[config.mk]
export PLATFORM = sky130hd
export DESIGN_NAME = multicycle_sequencer
export DESIGN_NICKNAME = d
export VERILOG_FILES = /design/src/rtl/core_pkg.sv /design/src/rtl/seq_wait_counter.sv /design/src/rtl/multicycle_sequencer.sv
export SDC_FILE = /design/constraint.sdc
export NUM_CORES = 1
export LEC_CHECK = 0
export BUFFER_PORTS_ARGS = -buffer_cell sky130_fd_sc_hd__buf_2
export CORE_ASPECT_RATIO = 1.1
export CORE_MARGIN = 1.5
export CORE_UTILIZATION = 45
export CTS_BUF_LIST = sky130_fd_sc_hd__clkbuf_8
export DETAILED_ROUTE_END_ITERATION = 16
export PLACE_DENSITY_LB_ADDON = 0.25
export SLEW_MARGIN = 20
export SYNTH_ARGS = -nofsm -noshare
export SYNTH_HDL_FRONTEND = slang
export SYNTH_SLANG_ARGS = --single-unit
[constraint.sdc]
create_clock -name clk -period 2.5 [get_ports clk]
set_input_delay 0.5 -clock clk [delete_from_list [all_inputs] [get_ports clk]]
set_output_delay 0.5 -clock clk [all_outputs]
set_load 0.05 [all_outputs]
[src/rtl/core_pkg.sv]
// Phase codes and shared constants for the multicycle core; imported by the
// sequencer and by the fetch, decode, register, ALU and memory blocks.
package core_pkg;

    localparam int STATE_W_DEF = 4;

    typedef enum logic [3:0] {
        PH_IF    = 4'd0,
        PH_ID    = 4'd1,
        PH_EX    = 4'd2,
        PH_MEM   = 4'd3,
        PH_WB    = 4'd4,
        PH_SUMPC = 4'd8,
        PH_FIM   = 4'd9
    } phase_e;

    function automatic int max3(input int a, input int b, input int c);
        int m;
        m = (a > b) ? a : b;
        return (m > c) ? m : c;
    endfunction

endpackage

[src/rtl/seq_wait_counter.sv]
// Per-phase wait counter: cleared on phase change, counts while enabled and
// flags terminal count against a limit chosen at runtime by the sequencer.
module seq_wait_counter #(
    parameter int W = 4
) (
    input  logic         clk_i,
    input  logic         rst_ni,
    input  logic         clr_i,
    input  logic         en_i,
    input  logic [W-1:0] limit_i,
    output logic [W-1:0] cnt_o,
    output logic         tc_o
);

    logic [W-1:0] cnt_q;
    logic [W-1:0] cnt_d;

    // Next count: clear has priority over increment.
    always_comb begin
        cnt_d = cnt_q;
        if (clr_i) begin
            cnt_d = {W{1'b0}};
        end else if (en_i) begin
            cnt_d = cnt_q + W'(1);
        end else begin
            cnt_d = cnt_q;
        end
    end

    // Count register.
    always_ff @(posedge clk_i or negedge rst_ni) begin
        if (!rst_ni) begin
            cnt_q <= {W{1'b0}};
        end else begin
            cnt_q <= cnt_d;
        end
    end

    assign cnt_o = cnt_q;
    assign tc_o  = (cnt_q == limit_i);

endmodule

[src/rtl/multicycle_sequencer.sv]
// Multicycle core phase sequencer with programmable EX/WB waits, memory ack
// timeout and retired counter. Optional single-step hold: MULTICYCLE_SEQUENCER_STEP_EN.
module multicycle_sequencer
    import core_pkg::*;
#(
    parameter int STATE_W     = STATE_W_DEF,
    parameter int EX_CYCLES   = 3,
    parameter int WB_CYCLES   = 3,
    parameter int ACK_TIMEOUT = 15,
    parameter int CNT_W       = 16
) (
    input  logic               clk,
    input  logic               rst,
    input  logic               restart,
    input  logic [31:0]        instr,
    input  logic               is_mem,
    input  logic               imem_ack,
    input  logic               dmem_ack,
`ifdef MULTICYCLE_SEQUENCER_STEP_EN
    input  logic               step,
`endif
    output logic [STATE_W-1:0] estado,
    output logic               imem_req,
    output logic               dmem_req,
    output logic               wb_strobe,
    output logic               pc_en,
    output logic               halted,
    output logic               timeout_err,
    output logic [CNT_W-1:0]   retired
);

    localparam int WCNT_W = $clog2(max3(EX_CYCLES, WB_CYCLES, ACK_TIMEOUT) + 1);
    localparam logic [WCNT_W-1:0] EX_LIM  = WCNT_W'(EX_CYCLES - 1);
    localparam logic [WCNT_W-1:0] WB_LIM  = WCNT_W'(WB_CYCLES - 1);
    localparam logic [WCNT_W-1:0] ACK_LIM = WCNT_W'(ACK_TIMEOUT - 1);

`ifdef MULTICYCLE_SEQUENCER_STEP_EN
    localparam logic STEP_HOLD = 1'b1;
    logic step_s;
    assign step_s = step;
`else
    localparam logic STEP_HOLD = 1'b0;
    logic step_s;
    assign step_s = 1'b0;
`endif

    phase_e            state_q, state_d;
    logic              terr_q, terr_d;
    logic              hold_q, hold_d;
    logic [CNT_W-1:0]  ret_q, ret_d;
    logic [WCNT_W-1:0] wcnt_s;
    logic [WCNT_W-1:0] lim_s;
    logic              tc_s;
    logic              clr_s;
    logic              en_s;

    // Terminal count limit for whichever phase is currently waiting.
    always_comb begin
        lim_s = ACK_LIM;
        case (state_q)
            PH_EX:   lim_s = EX_LIM;
            PH_WB:   lim_s = WB_LIM;
            default: lim_s = ACK_LIM;
        endcase
    end

    // The counter does not run while holding for a step or while halted.
    assign clr_s = (state_d != state_q);
    assign en_s  = !hold_q && (state_q != PH_FIM);

    seq_wait_counter #(
        .W(WCNT_W)
    ) u_wait (
        .clk_i   (clk),
        .rst_ni  (rst),
        .clr_i   (clr_s),
        .en_i    (en_s),
        .limit_i (lim_s),
        .cnt_o   (wcnt_s),
        .tc_o    (tc_s)
    );

    // Phase transitions, sticky timeout flag, retired count and step hold.
    always_comb begin
        state_d = state_q;
        terr_d  = terr_q;
        ret_d   = ret_q;
        hold_d  = hold_q;
        case (state_q)
            PH_IF: begin
                if (hold_q) begin
                    hold_d = !step_s;
                end else if (imem_ack) begin
                    state_d = PH_ID;
                end else if (tc_s) begin
                    state_d = PH_FIM;
                    terr_d  = 1'b1;
                end else begin
                    state_d = PH_IF;
                end
            end
            PH_ID: begin
                if (instr == 32'd0) begin
                    state_d = PH_FIM;
                end else begin
                    state_d = PH_EX;
                end
            end
            PH_EX: begin
                if (tc_s) begin
                    state_d = PH_MEM;
                end else begin
                    state_d = PH_EX;
                end
            end
            PH_MEM: begin
                if (!is_mem || dmem_ack) begin
                    state_d = PH_WB;
                end else if (tc_s) begin
                    state_d = PH_FIM;
                    terr_d  = 1'b1;
                end else begin
                    state_d = PH_MEM;
                end
            end
            PH_WB: begin
                if (tc_s) begin
                    state_d = PH_SUMPC;
                end else begin
                    state_d = PH_WB;
                end
            end
            PH_SUMPC: begin
                state_d = PH_IF;
                ret_d   = ret_q + CNT_W'(1);
                hold_d  = STEP_HOLD;
            end
            PH_FIM: begin
                if (restart) begin
                    state_d = PH_IF;
                    terr_d  = 1'b0;
                end else begin
                    state_d = PH_FIM;
                end
            end
            default: begin
                state_d = PH_FIM;
            end
        endcase
    end

    // State, flag and counter registers.
    always_ff @(posedge clk or negedge rst) begin
        if (!rst) begin
            state_q <= PH_IF;
            terr_q  <= 1'b0;
            hold_q  <= 1'b0;
            ret_q   <= {CNT_W{1'b0}};
        end else begin
            state_q <= state_d;
            terr_q  <= terr_d;
            hold_q  <= hold_d;
            ret_q   <= ret_d;
        end
    end

    // Strobes decode registered state only; gating by rst kills them the instant reset falls.
    always_comb begin
        estado    = STATE_W'(state_q);
        imem_req  = 1'b0;
        dmem_req  = 1'b0;
        wb_strobe = 1'b0;
        pc_en     = 1'b0;
        halted    = 1'b0;
        if (rst) begin
            imem_req  = (state_q == PH_IF) && !hold_q;
            dmem_req  = (state_q == PH_MEM) && is_mem;
            wb_strobe = (state_q == PH_WB) && (wcnt_s == {WCNT_W{1'b0}});
            pc_en     = (state_q == PH_SUMPC);
            halted    = (state_q == PH_FIM);
        end else begin
            imem_req  = 1'b0;
        end
    end

    assign timeout_err = terr_q;
    assign retired     = ret_q;

endmodule

# --- Word-level counts from Yosys, hierarchy flattened ---
# Cells that the tools add are included.
classes:
  n_reduce_logical: 15
  addsub: 2
  n_eq_ne: 13
  mux: 26
op_table:
  columns: ["op", "count"]
  rows:
  - ["4-bit 2-to-1 mux", 11]
  - ["32-bit zero test", 1]
  - ["4-bit one-hot mux with 7 select lines", 1]
  - ["16-bit by 1-bit adder with 16-bit output (second input constant)", 1]
  - ["1-bit 2-to-1 mux", 12]
  - ["4-bit by 2-bit == test with 1-bit output (second input constant)", 2]
  - ["4-bit == test (second input constant)", 2]
  - ["4-bit zero test", 2]
  - ["2-bit != test (second input constant)", 4]
  - ["5-bit AND reduction", 1]
  - ["4-bit by 1-bit adder with 4-bit output (second input constant)", 1]
  - ["4-bit by 1-bit == test with 1-bit output (second input constant)", 1]
  - ["4-bit by 3-bit == test with 1-bit output (second input constant)", 1]
  - ["4-bit == test", 1]
  - ["1-bit logical AND", 4]
  - ["4-bit != test", 1]
  - ["4-bit != test (second input constant)", 1]
  - ["2-bit nonzero test", 2]
  - ["1-bit one-hot mux with 3 select lines", 1]
  - ["3-bit nonzero test", 1]
  - ["1-bit zero test", 2]
  - ["1-bit one-hot mux with 2 select lines", 1]
  - ["2-bit OR reduction", 1]
  - ["1-bit logical OR", 1]
word_totals:
  elab_cells: 61
  inputBits: 38
  ff_bits: 26

# --- Longest topological paths before layout ---
# Gate-level depths: netlist of the first run.
depth:
  depth_word: 10
  ltp_mapped: 9
  depth_no_buf: 8

# --- Hierarchy ---
# From an unflattened synthesis of the first run, not the netlist that was laid out.
hier_totals:
  hier_cells: 165
  area_unflattened_um2: 1511.4
by_module_without_submodules:
  columns: ["mod", "area_per_inst_um2", "instances", "seq_area_each_um2", "cells_per_inst"]
  rows:
  - ["multicycle_sequencer", 1277.5, 1, 525.5, 144]
  - ["seq_wait_counter", 234.0, 1, 100.1, 21]

# --- Worst setup path after synthesis of the first run ---
# Ideal clock, no wire load.
synth_timing:
  kind: "register to output"
  start: "register state_q[0] (netlist: estado[0])"
  end: "output port imem_req"
  required_ns: 2.000
  stages_incl_launch_ff: 5
  arrival_time_ns: 2.318
  path_buffers: 3
  slack_ns: -0.318
  cell_sequence: "dfrtp_1 > clkbuf_1 > clkbuf_1 > buf_1 > nor3_1"
synth_between:
  elab_chain_cells: 3
synth_rtl:
  columns: ["element", "line", "text"]
  rows:
  - ["start: declaration", "multicycle_sequencer.sv:47", "phase_e state_q, state_d;"]
  - ["start signal: assignment", "multicycle_sequencer.sv:160", "state_q <= state_d;"]
  - ["4-bit zero test", "multicycle_sequencer.sv:176", "imem_req = (state_q == PH_IF) && !hold_q;"]
  - ["1-bit logical AND", "multicycle_sequencer.sv:176", null]
  - ["1-bit 2-to-1 mux", "multicycle_sequencer.sv:175", "if (rst) begin"]
  - ["end: declaration", "multicycle_sequencer.sv:23", "output logic imem_req,"]
# No other way between the ends.

# --- Final worst setup path of the first run ---
layout_timing:
  start: "register u_wait.cnt_q[0] (netlist: u_wait.cnt_o[0])"
  end: "register u_wait.cnt_q[1] (netlist: u_wait.cnt_o[1])"
layout_between:
  elab_chain_cells: 7
layout_rtl:
  columns: ["element", "line", "text"]
  rows:
  - ["start: declaration", "seq_wait_counter.sv:15", "logic [W-1:0] cnt_q;"]
  - ["start signal: assignment", "seq_wait_counter.sv:33", "cnt_q <= {W{1'b0}};"]
  - ["start signal: assignment", "seq_wait_counter.sv:35", "cnt_q <= cnt_d;"]
  - ["4-bit == test", "seq_wait_counter.sv:40", "assign tc_o = (cnt_q == limit_i);"]
  - ["4-bit 2-to-1 mux", "multicycle_sequencer.sv:95", "end else if (tc_s) begin"]
  - ["4-bit 2-to-1 mux", "multicycle_sequencer.sv:93", "end else if (imem_ack) begin"]
  - ["4-bit 2-to-1 mux", "multicycle_sequencer.sv:91", "if (hold_q) begin"]
  - ["4-bit one-hot mux with 7 select lines", "multicycle_sequencer.sv:89", "case (state_q)"]
  - ["4-bit != test", "multicycle_sequencer.sv:68", "assign clr_s = (state_d != state_q);"]
  - ["4-bit 2-to-1 mux or 2-bit nonzero test (tied branches)", null, null]
# Several ways; a longest one is shown, not always the timed one. The select of a mux whose other input is x is not followed.
# A chain may end at the register's enable or synchronous reset.

==> summary.txt, run 1 <==
Setup path
  • Max stage delay cell, worst path: dfrtp_1
  • CP bufs+invs: 1
  • Reg2reg setup slack: about 0.19 ns
  • Crit path to: u_wait.cnt_o[1]
  • CP endpoint kind: register
  • Reg-to-reg critical path endpoint: u_wait.cnt_o[1]
  • Critical path origin: u_wait.cnt_o[0]
  • Worst Path Arrival: roughly 2.5 ns
  • WS Path Type: register to register
  • Worst flop-to-flop path startpoint: u_wait.cnt_o[0]
  • Critical path cell sequence: inv_1, ha_1, and3_1, o31a_1, o311a_1, a311o_1, or3b_1, a21oi_1
  • Crit-path leading delay family: compound AO/OA/AOI/OAI gates
  • CP max FO: 6
  • Critical Path Start Type: register
  • R2R cell count: 8
  • Req. time, crit path: between 2 and 3 ns
  • CP max stage delay: 0.44 ns
  • Levels on crit path: 8

Synth
  • Cell accounting for the most synthesized area: dfrtp_1
  • Commonest cells post-synth: dfrtp_1, xnor2_1, nand2_1, nor2_1, nor4_1
  • Seq/Total Area, Yosys: between 40% and 50%
  • Area fraction of the dominant cell type after synthesis: approximately two fifths
  • Yosys cell types: 42
  • Synth Area per Inst: 9.13 um^2
  • Post-synthesis cell area: roughly 1500 um^2
  • Ys async rst share: 100%
  • Most common cell in the netlist: dfrtp_1
  • Main area contributors after synthesis: dfrtp_1, xnor2_1, nor4_1
  • Post-synthesis cell count: roughly 170
  • EDFF count, synth: 0
  • Mapped Nets: about 210
  • Flops & latches, synth: 25
  • Post-synth top flop: dfrtp_1
  • Yosys Warn Count: 0

GRT
  • GRT Util Overall: 18.7%
  • Vias in the first global route: approximately 1300
  • Met3 global-route usage: 1.82%
  • First-pass GRT wire length: approximately 5500 um
  • Most Crowded Layer GR: met2
  • Initial antenna violation count: 0
  • Met1 usage: a little under a quarter
  • Met2 Track Usage GR: approximately a third
  • Maximum number of pins on one net before global-route repair: 28
  • GR Overflow Total: 0

Route
  • Post-DRT Antenna Nets: 0
  • DRC Markers: 0
  • Drt pass-1 iters: 4
  • Post-Route WL: roughly 3400 um
  • WL/cell: about 13 um
  • Vias per cell: between 5 and 6
  • DR vias: between 1500 and 2000
  • DRT iter0 DRCs: 36

Place
  • Post-detail-place hpwl: about 2600 um
  • Worst slack, placed: 0.188 ns
  • Port bufs: 63
  • Final GP Congestion: between 0.7 and 0.8
  • DP Area: around 1900 um^2
  • Placed cell count: 265

Timing
  • Slew margin rel.: approximately 73%
  • Final min period: 2.31 ns
  • Worst setup margin: between 0.15 and 0.2 ns
  • Final period utilization: between 90% and 100%
  • Final hold viol count: 0
  • Setup TNS: 0 ns
  • Fmax: around 430 MHz
  • Endpoints failing setup: 0
  • Clock skew: 0.00784 ns
  • Worst Tran Pin Value: ~0.41 ns
  • Max Transition Viols Final: 0

Clocking
  • Deepest clock path buffer count: 2
  • TritonCTS buffer count: 3
  • Clk_lat worst skew: approximately 0.27 ns
  • Post-CTS Setup Inserts: 0
  • CTS tree: built
  • CTS resizes: 0
  • CTS Root Cell: clkbuf_8
  • CTS Hold Buffers Added: 0
  • H-tree level count: 1
  • Sink Count: 25
  • Clock-pin transition on the worst setup and hold timing paths: approximately 0.090 ns

Floorplan
  • I/O pin total: 64
  • Die extent in y: ~64 um
  • Cell Rows: 21
  • Die W: between 50 and 60 um
  • Starting density of the core: 48.7%
  • Placeable core area: between 3000 and 4000 um^2
  • DIE AREA: 3750 um^2

Cells and area
  • Layout net count: about 280
  • Post-layout util: 63.6%
  • Ant. Diodes: 0
  • Area Growth Syn to Fin: 30.5%
  • Post-route design area: a little under 2000 um^2
  • Layout Cells excl Fill: 269
  • Share of cells above drive strength 1: between 30% and 40%

Power and ir drop
  • LEAKAGE: ~0.001 uW
  • PwrDens: 972 nW/um^2
  • Worst VDD drop: around 0.0006 V

Hold path
  • Worst Hold Class: input port to asynchronous set/reset pin

Job
  • Max cap viols: 0

Outcome
  • Run status: completed
[placed cells by master (no fill, tap or decap), drive strengths merged, types with 4 or more instances in the layout]
cell type | Yosys | routed
buf | 3 | 72
dfrtp | 25 | 25
xnor2 | 15 | 15
nand2 | 14 | 14
nor2 | 14 | 14
nor4 | 9 | 9
a21oi | 8 | 8
nand3 | 7 | 7
nand4 | 6 | 6
and3 | 5 | 5
o21ai | 5 | 5
xor2 | 5 | 5
nor3 | 5 | 5
nand2b | 4 | 4
ha | 4 | 4
inv | 3 | 4
[worst min-delay path by stage]
stage | depth (start not counted) | to | slack, ns
after floorplan | 0 | estado[0] | 0.20
after global placement | 1 | retired[15] | 0.39
after detailed placement | 1 | retired[15] | 0.38
after CTS | 1 | retired[15] | 0.09
after global routing | 1 | u_wait.cnt_o[2] | 0.09
final | 1 | retired[15] | 0.09
[metrics by stage]
stage	hold WS [ns]	power, uW
2_1_floorplan	0.204	1410
3_3_place_gp	0.388	1680
3_5_place_dp	0.385	1690
4_1_cts	0.0885	1940
5_1_grt	0.0941	2070
6_report	0.0890	1930
[cell families after synthesis]
group,Yosys count,synth area share [%]
buf+inv,11,3.04
xor+xnor,20,11.5
fa+ha+maj,4,3.28
mux,4,2.79
compound gates,24,10.1
simple gates,79,28.2
flops,25,41.1
[flip-flops by register name, indices dropped and copies added, names as in the netlist]
register      cells
retired          16
estado            4
u_wait.cnt_o      4
timeout_err       1
[where the power goes]
part / internal, uW / switching (uW)
Sequential: 482 / 86.2
Combinational: 394 / 722
Clock: 117 / 133
Total: 993 / 941
[routing by layer]
layer / vias to the layer above / part of all wire (%)
met2: 69 / 49
met4: 0 / 1.4
li1: 734 / -
met5: - / 0
met3: 4 / 9.0
met1: 694 / 41
[worst reg2reg max path, cell delays in order, from the launching register on]
cell and delay [ns]:
dfrtp_1 0.44, inv_1 0.09, ha_1 0.20, and3_1 0.14, o31a_1 0.11, o311a_1 0.33, a311o_1 0.42, or3b_1 0.40
a21oi_1 0.12
[final cells by class]
class / count / area, um^2
well taps: 34 / 42.5
clock inverters: 1 / 8.76
flip-flops and latches: 25 / 626
clock buffers: 3 / 41.3
fillers: 264 / 1140
multi-input cells: 131 / 877
repair buffers: 72 / 383
inverters: 3 / 11.3
Power figures use the tool's default switching activity.
==> inputs of run 2 (changes only) <==
==> constraint.sdc (replaced) <==
create_clock -name clk -period 2.5 [get_ports clk]
set_input_delay 0.25 -clock clk [delete_from_list [all_inputs] [get_ports clk]]
set_output_delay 0.25 -clock clk [all_outputs]
set_load 0.05 [all_outputs]
==> summary.txt, run 2 (synthesis gave the netlist of run 1 again) <==
Clocking
  • CTS resizes: 0
  • TritonCTS buffer count: 3
  • Post-CTS Setup Inserts: 0
  • Clock-pin transition on the worst setup and hold timing paths: ~0.09 ns
  • Clk_lat worst skew: 0.27 ns
  • Sink Count: 25
  • Deepest clock path buffer count: 2
  • CTS Hold Buffers Added: 1
  • CTS tree: built
  • H-tree level count: 1
  • CTS Root Cell: clkbuf_8

GRT
  • GRT Util Overall: about a fifth
  • Initial antenna violation count: 0
  • Vias in the first global route: about 1300
  • GR Overflow Total: 0
  • Maximum number of pins on one net before global-route repair: 21
  • First-pass GRT wire length: 5660 um

Power and ir drop
  • Worst VDD drop: 0.000435 V
  • LEAKAGE: roughly 0.00099 uW
  • PwrDens: roughly 970 nW/um^2

Timing
  • Final period utilization: between 90% and 100%
  • RSZ-0062 raised after global routing: no
  • Worst Tran Pin Value: 0.429 ns
  • Clock skew: roughly 0.0054 ns
  • Endpoints failing setup: 0
  • Fmax: between 400 and 500 MHz
  • Final hold viol count: 0
  • Slew margin rel.: between 70 and 80%
  • Setup TNS: 0 ns
  • Final min period: around 2.3 ns
  • Max Transition Viols Final: 0

Setup path
  • CP endpoint kind: register
  • CP max FO: 6
  • CP max stage delay: around 0.49 ns
  • Max stage delay cell, worst path: or3b_2
  • Critical path cell sequence: inv_1, ha_1, or3b_2, nor4_1, o311a_1, a311o_1, mux2i_1, a21oi_1
  • Reg-to-reg critical path endpoint: u_wait.cnt_o[0]
  • Reg2reg setup slack: ~0.17 ns
  • Worst Path Arrival: between 2 and 2.5 ns
  • R2R cell count: 8
  • Worst flop-to-flop path startpoint: u_wait.cnt_o[0]
  • Critical Path Start Type: register
  • Req. time, crit path: 2.66 ns
  • WS Path Type: register to register

Hold path
  • Hold Crit Endpoint: timeout_err
  • Hold_sp: restart
  • Worst Hold Class: input port to register
  • Hold path depth: 2

Floorplan
  • Die extent in y: approximately 64 um
  • Starting density of the core: between 40 and 50%
  • DIE AREA: roughly 3700 um^2
  • Cell Rows: 21
  • Placeable core area: 3130 um^2
  • I/O pin total: 64
  • Die W: between 50 and 60 um

Cells and area
  • Commonest cells after routing, fill and taps aside: buf_2, dfrtp_1, xnor2_1, nor2_1, nand2_1
  • Share of cells above drive strength 1: 34.2%
  • Area Growth Syn to Fin: 29.5%
  • Largest register FFs: 16
  • Ant. Diodes: 0
  • Layout Cells excl Fill: 268
  • Commonest non-fill, non-tap cell in the layout: buf_2
  • Layout net count: roughly 280
  • Filler cells: around 280

Route
  • DR vias: about 1500
  • WL/cell: ~13 um
  • DRC Markers: 0
  • Vias per cell: 5.43
  • Drt pass-1 iters: 4
  • DRT iter0 DRCs: 98
  • Post-DRT Antenna Nets: 0
  • Post-Route WL: between 3000 and 4000 um

Outcome
  • Run status: completed

Place
  • Port bufs: between 60 and 70
  • Final GP Congestion: around 0.82
  • Post-detail-place hpwl: ~2600 um
  • Placed cell count: about 260

Job
  • Max cap viols: 0
==> run 2: worst max path at each step <==
stage / slack, ns / cells after the start / from / to
after global routing: 0.009 / 8 / u_wait.cnt_o[0] / u_wait.cnt_o[0]
final: 0.17 / 8 / u_wait.cnt_o[0] / u_wait.cnt_o[0]
after global placement: 0.26 / 8 / u_wait.cnt_o[0] / u_wait.cnt_o[1]
after detailed placement: 0.20 / 8 / u_wait.cnt_o[0] / u_wait.cnt_o[1]
after CTS: 0.18 / 8 / u_wait.cnt_o[0] / u_wait.cnt_o[0]
after floorplan: -0.02 / 7 / estado[3] / retired[15]
==> run 2: power breakdown <==
group / internal (uW) / switching, uW
Clock: 111 / 125
Sequential: 482 / 110
Combinational: 405 / 688
==> run 2: per-stage QoR <==
stage	cell area [um^2]	util (%)	hold WS, ns	worst slack, ns	power (uW)
2_1_floorplan	1530	-	-0.0456	-0.0182	1390
3_3_place_gp	1920	61.3	0.194	0.258	1680
3_5_place_dp	1920	61.3	0.188	0.200	1690
4_1_cts	1970	63.1	0.176	0.176	1930
5_1_grt	1970	63.1	0.179	0.00921	2050
6_report	1970	63.1	0.181	0.173	1920
==> run 2: cell type report <==
cell class	count	area, um^2	area share [%]
clock buffers	3	41.3	2.09
clock inverters	1	5.00	0.254
inverters	3	11.3	0.571
multi-input cells	131	857	43.4
flip-flops and latches	25	626	31.7
well taps	34	42.5	2.16
repair buffers	71	390	19.8
==> run 2: worst max-delay path: cells and delay by family (launching register included) <==
kind / cells / cell delay [ns]
AND/OR/NAND/NOR: 2 / 0.76
flip-flops: 1 / 0.44
adder cells (fa/ha/maj): 1 / 0.15
multiplexers: 1 / 0.22
AO/OA/AOI/OAI: 3 / 0.55
buffers and inverters: 1 / 0.10
==> run 2: metal layers <==
metal	GRT usage (%)	vias to the layer above	share of wire [%]
li1	-	731	-
met1	25.8	666	46
met2	30.6	52	46
met3	3.04	5	6.9
met4	7.56	0	1.4
met5	0	-	0
==> inputs of run 3 (changes only) <==
--- a/config.mk
+++ b/config.mk
@@ -12,6 +12,7 @@
 export CTS_BUF_LIST = sky130_fd_sc_hd__clkbuf_8
 export DETAILED_ROUTE_END_ITERATION = 16
 export PLACE_DENSITY_LB_ADDON = 0.25
+export REMOVE_ABC_BUFFERS = 1
 export SLEW_MARGIN = 20
 export SYNTH_ARGS = -nofsm -noshare
 export SYNTH_HDL_FRONTEND = slang
==> summary.txt, run 3 (synthesis gave the netlist of run 1 again) <==
Setup path
  • Critical path cell sequence: inv_1, ha_1, and3_1, o31a_1, o311a_1, a311o_1, or3b_1, a21oi_1
  • CP endpoint kind: register
  • Req. time, crit path: about 2.7 ns
  • WS Path Type: register to register
  • Max stage delay cell, worst path: dfrtp_1
  • Worst Path Arrival: around 2.5 ns
  • Critical Path Start Type: register
  • CP max FO: 6
  • CP bufs+invs: 1
  • CP max stage delay: 0.44 ns
  • Crit-path leading delay family: compound AO/OA/AOI/OAI gates

Cells and area
  • Area Growth Syn to Fin: 29.5%
  • Share of cells above drive strength 1: around a third
  • Ant. Diodes: 0
  • Layout net count: approximately 280
  • Layout Cells excl Fill: 270
  • Largest register FFs: 16
  • Post-layout util: between 60% and 70%
  • Post-route design area: 1970 um^2
  • Commonest non-fill, non-tap cell in the layout: buf_2
  • Commonest cells after routing, fill and taps aside: buf_2, dfrtp_1, xnor2_1, nor2_1, nand2_1

Job
  • Max cap viols: 0

Timing
  • Final hold viol count: 0
  • Clock skew: roughly 0.0015 ns
  • RSZ-0062 raised after global routing: no
  • Slew margin rel.: about 65%
  • Final period utilization: a little over 90%
  • Final min period: roughly 2.3 ns
  • Max Transition Viols Final: 0
  • Worst Tran Pin Value: 0.523 ns
  • Endpoints failing setup: 0
  • Worst setup margin: around 0.18 ns
  • Fmax: ~430 MHz

Clocking
  • CTS tree: built
  • Clk_lat worst skew: between 0.2 and 0.3 ns
  • Post-CTS Setup Inserts: 0
  • H-tree level count: 1
  • Sink Count: 25
  • CTS Root Cell: clkbuf_8
  • Deepest clock path buffer count: 2
  • TritonCTS buffer count: 3
  • Clock-pin transition on the worst setup and hold timing paths: 0.09 ns

Hold path
  • Worst Hold Class: input port to register

Route
  • Post-DRT Antenna Nets: 0
  • Drt pass-1 iters: 4
  • Met2 routed WL: between 1500 and 2000 um
  • WL met1: 1580 um
  • Vias per cell: approximately 5.4
  • DRT iter0 DRCs: 35
  • Max Used Layer: met4
  • DRC Markers: 0
  • DR vias: approximately 1500
  • WL/cell: between 10 and 15 um
  • Post-Route WL: ~3500 um
  • Routed wl met3: about 260 um

GRT
  • Maximum number of pins on one net before global-route repair: 21
  • Vias in the first global route: about 1300
  • GRT Util Overall: roughly a fifth
  • GR Overflow Total: 0
  • Initial antenna violation count: 0
  • First-pass GRT wire length: between 5000 and 6000 um

Floorplan
  • Die W: 58.5 um
  • DIE AREA: approximately 3700 um^2
  • Placeable core area: between 3000 and 4000 um^2
  • Starting density of the core: slightly below 50%
  • Cell Rows: 21
  • Die extent in y: about 64 um
  • I/O pin total: between 60 and 70

Place
  • Post-detail-place hpwl: around 2700 um
  • Placed cell count: 265
  • DP Area: between 1500 and 2000 um^2
  • Worst slack, placed: 0.212 ns
  • Port bufs: 63
  • Final GP Congestion: 0.815

Power and ir drop
  • LEAKAGE: about 0.00099 uW
  • Worst VDD drop: 0.000543 V
  • PwrDens: between 900 and 1000 nW/um^2

Outcome
  • Run status: completed
## run 3: changes by cell type in the layout (fill, tap and decap cells not counted), sizes merged
cell | previous run | this run
buf | 70 | 72
clkinvlp | 0 | 1
clkinv | 1 | 0
## run 3: area by class of cell
cell class | count | area (um^2)
clock buffers | 3 | 41.3
clock inverters | 1 | 7.51
fillers | 256 | 1150
inverters | 3 | 11.3
multi-input cells | 131 | 852
flip-flops and latches | 25 | 626
well taps | 34 | 42.5
repair buffers | 73 | 393
## run 3: worst paths after layout
kind / end / start / cells past startpoint / slack (ns)
max: u_wait.cnt_o[1] / u_wait.cnt_o[0] / 8 / 0.18
max in group asynchronous: retired[9] / rst / 3 / 1.70
min in group asynchronous: retired[11] / rst / 2 / 0.38
max reg2reg: u_wait.cnt_o[1] / u_wait.cnt_o[0] / 8 / 0.18
min reg2reg: retired[15] / retired[15] / 1 / 0.47
min: timeout_err / restart / 2 / 0.18
## run 3: timing repair
action | in CTS | in global routing
hold buffers | 1 | 0
resized for setup | 0 | 0
hold endpoints to repair | 7 | 0
## run 3: stage by stage
step                      TNS (ns)  hold slack [ns]  total power (uW)
after floorplan             -0.208          -0.0456              1340
after global placement           0            0.133              1670
after detailed placement         0            0.132              1680
after CTS                        0            0.179              1930
after global routing             0            0.176              2050
final                            0            0.181              1920
## run 3: power breakdown
group          switching, uW  internal, uW  total, uW
logic                    683           395       1080
registers                113           482        595
clock network            136           113        249
## run 3: routing by layer
layer,vias up,global-route usage (%)
met5,-,0
met4,0,4.36
met3,2,2.43
met2,52,31.5
met1,678,25.6
li1,737,-
